## src/rtl/rr_arbiter.sv

```systemverilog
// Registered round-robin / fixed-priority arbiter with grant tenure and a bounded hold limit.
// One grant per clock at most. The owner keeps its grant while it requests, until MAX_HOLD
// cycles have elapsed. At tenure end the next owner is chosen in the same cycle, so there
// is no idle bubble between back-to-back grants.
module rr_arbiter #(
    parameter int unsigned NUM_PORTS = 4,
    parameter int unsigned MAX_HOLD  = 8,
    parameter int unsigned RR_MODE   = 1,
    localparam int unsigned ID_W     = $clog2(NUM_PORTS)
) (
    input  logic                 clk_i,
    input  logic                 rst_ni,
    input  logic [NUM_PORTS-1:0] req_i,
    output logic [NUM_PORTS-1:0] gnt_o,
    output logic                 gnt_valid_o,
    output logic [ID_W-1:0]      gnt_id_o
);

    // Counter only needs to reach MAX_HOLD; one dummy bit when the hold is unlimited.
    localparam int unsigned HC_W = (MAX_HOLD == 0) ? 1 : $clog2(MAX_HOLD + 1);

    typedef enum logic {StIdle, StGrant} state_t;

    state_t                r_state;
    logic [ID_W-1:0]       r_ptr;
    logic [HC_W-1:0]       r_hold_cnt;
    logic [NUM_PORTS-1:0]  r_gnt;
    logic                  r_gnt_valid;
    logic [ID_W-1:0]       r_gnt_id;

    logic                  w_owner_req;
    logic                  w_hold_expired;
    logic                  w_tenure_end;
    logic [ID_W-1:0]       w_ptr_next;
    logic [ID_W-1:0]       w_search_ptr;
    logic                  w_any;
    logic [ID_W-1:0]       w_win;
    logic [NUM_PORTS-1:0]  w_onehot;

    // Tenure end detection and the pointer the next search starts from.
    always_comb begin
        w_owner_req    = req_i[r_gnt_id];
        w_hold_expired = (MAX_HOLD != 0) && (r_hold_cnt == HC_W'(MAX_HOLD));
        w_tenure_end   = (r_state == StGrant) && (!w_owner_req || w_hold_expired);
        w_ptr_next     = r_ptr;
        if (w_tenure_end) begin
            if (RR_MODE != 0) begin
                // Owner moves to the back of the queue, so it wins only if alone.
                w_ptr_next = (r_gnt_id == ID_W'(NUM_PORTS - 1)) ? '0 : r_gnt_id + ID_W'(1);
            end else begin
                w_ptr_next = '0;
            end
        end
        w_search_ptr = (r_state == StGrant) ? w_ptr_next : r_ptr;
    end

    // Circular search starting at w_search_ptr; first asserted request wins.
    always_comb begin
        w_any = 1'b0;
        w_win = '0;
        for (int unsigned i = 0; i < NUM_PORTS; i++) begin
            if (!w_any && req_i[(32'(w_search_ptr) + i) % NUM_PORTS]) begin
                w_any = 1'b1;
                w_win = ID_W'((32'(w_search_ptr) + i) % NUM_PORTS);
            end
        end
    end

    // One-hot decode of the search winner.
    always_comb begin
        w_onehot        = '0;
        w_onehot[w_win] = 1'b1;
    end

    // Arbitration FSM with registered grant outputs.
    always_ff @(posedge clk_i or negedge rst_ni) begin
        if (!rst_ni) begin
            r_state     <= StIdle;
            r_ptr       <= '0;
            r_hold_cnt  <= '0;
            r_gnt       <= '0;
            r_gnt_valid <= 1'b0;
            r_gnt_id    <= '0;
        end else begin
            unique case (r_state)
                StIdle: begin
                    if (w_any) begin
                        r_state     <= StGrant;
                        r_gnt       <= w_onehot;
                        r_gnt_valid <= 1'b1;
                        r_gnt_id    <= w_win;
                        r_hold_cnt  <= HC_W'(1);
                    end else begin
                        r_gnt       <= '0;
                        r_gnt_valid <= 1'b0;
                    end
                end
                StGrant: begin
                    if (!w_tenure_end) begin
                        // Unlimited hold leaves the counter parked instead of wrapping.
                        if (MAX_HOLD != 0) begin
                            r_hold_cnt <= r_hold_cnt + HC_W'(1);
                        end
                    end else begin
                        r_ptr <= w_ptr_next;
                        if (w_any) begin
                            r_gnt       <= w_onehot;
                            r_gnt_valid <= 1'b1;
                            r_gnt_id    <= w_win;
                            r_hold_cnt  <= HC_W'(1);
                        end else begin
                            // gnt_id_o keeps the last owner while idle.
                            r_state     <= StIdle;
                            r_gnt       <= '0;
                            r_gnt_valid <= 1'b0;
                        end
                    end
                end
                default: r_state <= StIdle;
            endcase
        end
    end

    assign gnt_o       = r_gnt;
    assign gnt_valid_o = r_gnt_valid;
    assign gnt_id_o    = r_gnt_id;

endmodule

```

## config.mk

```make
export PLATFORM = sky130hd
export DESIGN_NAME = rr_arbiter
export DESIGN_NICKNAME = d
export VERILOG_FILES = /design/src/rtl/rr_arbiter.sv
export SDC_FILE = /design/constraint.sdc
export NUM_CORES = 1
export LEC_CHECK = 0
export CORE_MARGIN = 4
export CORE_UTILIZATION = 57
export DETAILED_ROUTE_END_ITERATION = 7
export DONT_BUFFER_PORTS = 1
export PLACE_DENSITY = 0.72
export SLEW_MARGIN = 25
export SYNTH_ARGS = -nofsm -noshare
export SYNTH_HDL_FRONTEND = slang
export SYNTH_SLANG_ARGS = --single-unit
export TNS_END_PERCENT = 10
```

## constraint.sdc

```tcl
create_clock -name clk_i -period 3.1 [get_ports clk_i]
set_input_delay 0 -clock clk_i [delete_from_list [all_inputs] [get_ports clk_i]]
set_output_delay 0 -clock clk_i [all_outputs]
set_load 0.01 [all_outputs]
```

# == Word level (Yosys, flattened, before mapping) ==
# Cells that the tools add are included.
# classes
addsub,5
n_lt_le_gt_ge,7
n_eq_ne,3
muxes,37
bitwise,1
n_reduce_logical,11
# op_table
cell,count
"2-bit by 3-bit less-than comparator with 1-bit output, second input constant",6
2-bit 2-to-1 mux,9
4-bit 2-to-1 mux,4
4-bit one-hot mux with 2 select lines,2
1-bit 2-to-1 mux,13
1-bit binary-select mux with 2-bit select,5
1-bit logical AND,5
"2-bit by 1-bit adder with 2-bit output, second input constant",2
"2-bit adder, second input constant",2
"4-bit by 1-bit adder with 4-bit output, second input constant",1
"4-bit equality test, second input constant",1
1-bit logical NOT,4
1-bit one-hot mux with 2 select lines,2
2-bit one-hot mux with 2 select lines,1
1-bit demux with 2-bit select,1
"2-bit equality test, second input constant",1
"2-bit by 1-bit >= comparator with 1-bit output, second input constant",1
"2-bit by 1-bit inequality test with 1-bit output, second input constant",1
2-bit AND reduction,1
1-bit logical OR,1
1-bit inverter,1
# word_totals
reg_bits,14
input_bits,6

# == Logic depth before layout (Yosys ltp) ==
# depth
depth_word,26
mapped_depth,8
ltp_nobuf,8

# == Worst setup path before layout ==
# Ideal clock, no wire load.
# synth_timing
path_kind,reg2reg
start,"register r_gnt_id[0], in the netlist gnt_id_o[0]"
end,"register r_gnt[0], in the netlist gnt_o[0]"
setup_time_ns,0.122
arrival_time_ns,2.224
setup_slack_ns,0.755
path_stages_with_launch,7
path_buffers,0
path_cell_list,dfrtp_1 mux4_2 a21boi_4 mux2_2 a221oi_2 o21ai_2 a32o_1
# synth_between
elab_chain_len,26
word_cells_on_any_way,44
# synth_rtl
item,line_no,source
start: declaration,29,logic [ID_W-1:0] r_gnt_id;
start signal: assignment,91,r_gnt_id <= w_win;
start signal: assignment,109,r_gnt_id <= w_win;
branches (longest 26 deep; another with 2-bit by 1-bit adder with 2-bit output),--,
end signal: assignment,89,r_gnt <= w_onehot;
end signal: assignment,107,r_gnt <= w_onehot;
end: declaration,27,logic [NUM_PORTS-1:0] r_gnt;
# Several ways; the timed one is not identified. The select of a mux whose other input is x is not followed.
# A chain may end at the register's enable or synchronous reset.

# == Final worst setup path ==
# Ends and elaborated chain as after synthesis.

==> impl_metrics.env <==
export IMPL_crit_path_max_fanout=7
export IMPL_grt_max_degree=15
export IMPL_finalWeightedCongestion=0.834
export IMPL_worst_ep_required_time_ps=3280
export IMPL_insertedDiodeCount=0
export IMPL_grt_usage_pct=19.3
export IMPL_synthSimpleGateAreaFrac_pct=16.2
export IMPL_dpl_hpwl_um=1220
export IMPL_wl_met3_um=123
export IMPL_post_cts_setup_buffer_count=0
export IMPL_p_int_mw=0.548
export IMPL_core_region_area_um2=1330
export IMPL_wirelength_um=1710
export IMPL_hold_path_class="input pin to flip-flop"
export IMPL_antenna_left=0
export IMPL_fin_ws_ps=151
export IMPL_rows=13
export IMPL_outcome="completed"
export IMPL_start_kind="flip-flop"
export IMPL_area_growth_pct=11.6
export IMPL_power_switching_mw=0.405
export IMPL_ys_warn_count=0
export IMPL_crit_arrival_ps=3130
export IMPL_clkPwrFrac_pct=13.8
export IMPL_synth_xor_area_share_pct=0
export IMPL_cts_max_path_buffers=2
export IMPL_drt_first_pass_iters=4
export IMPL_period_share_pct=95.1
export IMPL_layout_common_cells="dfrtp_1 (13), nor2_1 (11), nand2_1 (10), o21ai_0 (9)"
export IMPL_antenna_found_initial=0
export IMPL_syn_nets=91
export IMPL_synth_top_family_by_area="compound AO/OA/AOI/OAI gates"
export IMPL_synth_cell_area_um2=821
export IMPL_final_common_cell="dfrtp_1"
export IMPL_power_leakage_nw=0.422
export IMPL_placed_cell_area_um2=828
export IMPL_synthAdderAreaFrac_pct=4.57
export IMPL_finalCriticalPeriod_ps=2950
export IMPL_numClockSinks=14
export IMPL_finalSetupTns_ps=0
export IMPL_route_met2_wl_um=828
export IMPL_drt_met1_wl_um=731
export IMPL_wl_per_cell_um=16.3
export IMPL_die_area_um2=2110
export IMPL_ir_drop_mv=0.636
export IMPL_yosysSeqAreaShare_pct=42.7
export IMPL_overflow=0
export IMPL_fmax_ghz=0.339
export IMPL_postSynthCellCount=82
export IMPL_power_per_cell_area_nw_per_um2=1040
export IMPL_clk_latency_ps=280
export IMPL_io_buffers=0
export IMPL_cts_root_buffer="clkbuf_4"
export IMPL_worst_pin_slew_ps=611
export IMPL_synth_compound_area_share_pct=22.7
export IMPL_cts_tree="done"
export IMPL_crit_path_end_kind="flip-flop"
export IMPL_drive_gt1_share_pct=18.9
export IMPL_finalHoldViolCount=0
export IMPL_nets=100
export IMPL_async_reset_ff_share_pct=100
export IMPL_cts_buffers=3
export IMPL_relSlewSlack_pct=59.1
export IMPL_power_frac_comb_pct=49.5
export IMPL_via_per_inst=6.39
export IMPL_swShare_pct=42.5
export IMPL_die_h_um=45.9
export IMPL_drt_initial_drc_count=15
export IMPL_place_ws_ps=635
export IMPL_die_w_um=45.9
export IMPL_htreeDepth=1
export IMPL_vias=671
export IMPL_dr_max_layer_used="met4"
export IMPL_maxSlewViolCount=0
export IMPL_clk_pin_slew_worst_paths_ps=90
export IMPL_syn_avg_cell_area_um2=10.0
export IMPL_synth_seq_cells=14
export IMPL_ios=13
export IMPL_drc=0
export IMPL_rsz0062_at_grt="no"
export IMPL_synth_mux_area_fraction_pct=10.2
export IMPL_path_class="flip-flop to flip-flop"
export IMPL_synth_top_flop_cell="dfrtp_1"
export IMPL_final_core_util_pct=68.7
export IMPL_fin_area_um2=916
export IMPL_grt_pass1_vias=613
export IMPL_fin_skew_ps=3.70
export IMPL_setup_violations=0
export IMPL_grt_pass1_wl_um=2870
export IMPL_start_util_pct=61.5
export IMPL_max_cap_violations=0
export IMPL_sequentialPowerShare_pct=36.7
export IMPL_synth_edf_count=0
export IMPL_synthDistinctLibCells=31
[worst max-delay path, cell delays in order, from the launching register on]
cell and delay, ps:
dfrtp_2 450, mux4_2 570, a21boi_4 260, mux2_2 370, a221oi_2 260, dlygate4sd3_1 600, o21ai_2 100, a32o_1 240
[cell type report]
class	instances	area, um^2
Clock buffer	4	36.3
Fill cell	105	418
Inverter	5	18.8
Multi-Input combinational cell	62	440
Sequential cell	14	352
Tap cell	15	18.8
Timing Repair Buffer	5	50.0
[stage by stage]
stage                     hold slack (ps)  instances  power [mW]
after floorplan                      -296         82       0.723
after CTS                            17.8        105       0.956
after global placement               -295         96       0.788
after global routing                 63.8        105        1.03
final                                23.1        105       0.953
after detailed placement             -295         96       0.799
[Yosys cell counts (all sizes together) (2+ instances only)]
master	count	area (um^2)
ha	3	37.5
and3	2	15.0
dfrtp	14	350
a22o	2	18.8
nand2	10	37.5
inv	5	18.8
nor2	12	47.6
mux2i	5	50.1
o31ai	2	20.0
o21ai	10	53.8
[power groups by stage]
stage               combinational [mW]  clock (mW)  sequential (mW)
floorplan                        0.393           0            0.330
global placement                 0.440           0            0.348
detailed placement               0.447           0            0.352
CTS                              0.470       0.136            0.349
global route                     0.525       0.144            0.362
finish                           0.471       0.132            0.350
[worst paths after layout]
path	startpoint	to	slack [ps]	cells past startpoint
worst max-delay path	gnt_id_o[0]$_DFFE_PN0P_	gnt_o[0]$_DFFE_PN0N_	150	7
worst min-delay path	req_i[2]	r_hold_cnt[3]$_DFF_PN0_	20	3
worst max register to register	gnt_id_o[0]$_DFFE_PN0P_	gnt_o[0]$_DFFE_PN0N_	150	7
worst min register to register	r_hold_cnt[3]$_DFF_PN0_	r_hold_cnt[3]$_DFF_PN0_	500	1
max in group asynchronous	rst_ni	gnt_id_o[0]$_DFFE_PN0P_	2500	1
min in group asynchronous	rst_ni	r_ptr[1]$_DFFE_PN0P_	160	1
[layer usage]
layer | global-route usage, % | vias to the layer above
li1 | - | 313
met5 | 0 | -
met2 | 29.1 | 26
met3 | 5.53 | 4
met4 | 9.66 | 0
met1 | 25.1 | 328
[flip-flops by register name, indices dropped and copies added (netlist names)]
register / flops
gnt_id_o: 2
r_state: 1
r_hold_cnt: 4
gnt_o: 4
r_ptr: 2
gnt_valid_o: 1
[cells by family after synthesis]
family,count (synthesis)
AOI/OAI and AO/OA,23
adders and majority gates,3
buffers and inverters,6
DFF,14
muxes,7
and+or+nand+nor,29
[repair_timing]
item	4_1_cts	5_1_grt
resized for setup	0	1
endpoints found under the setup margin	0	4
hold buffers	5	0
endpoints found under the hold margin	18	0
No activity file was read; power rests on OpenSTA's default activity.
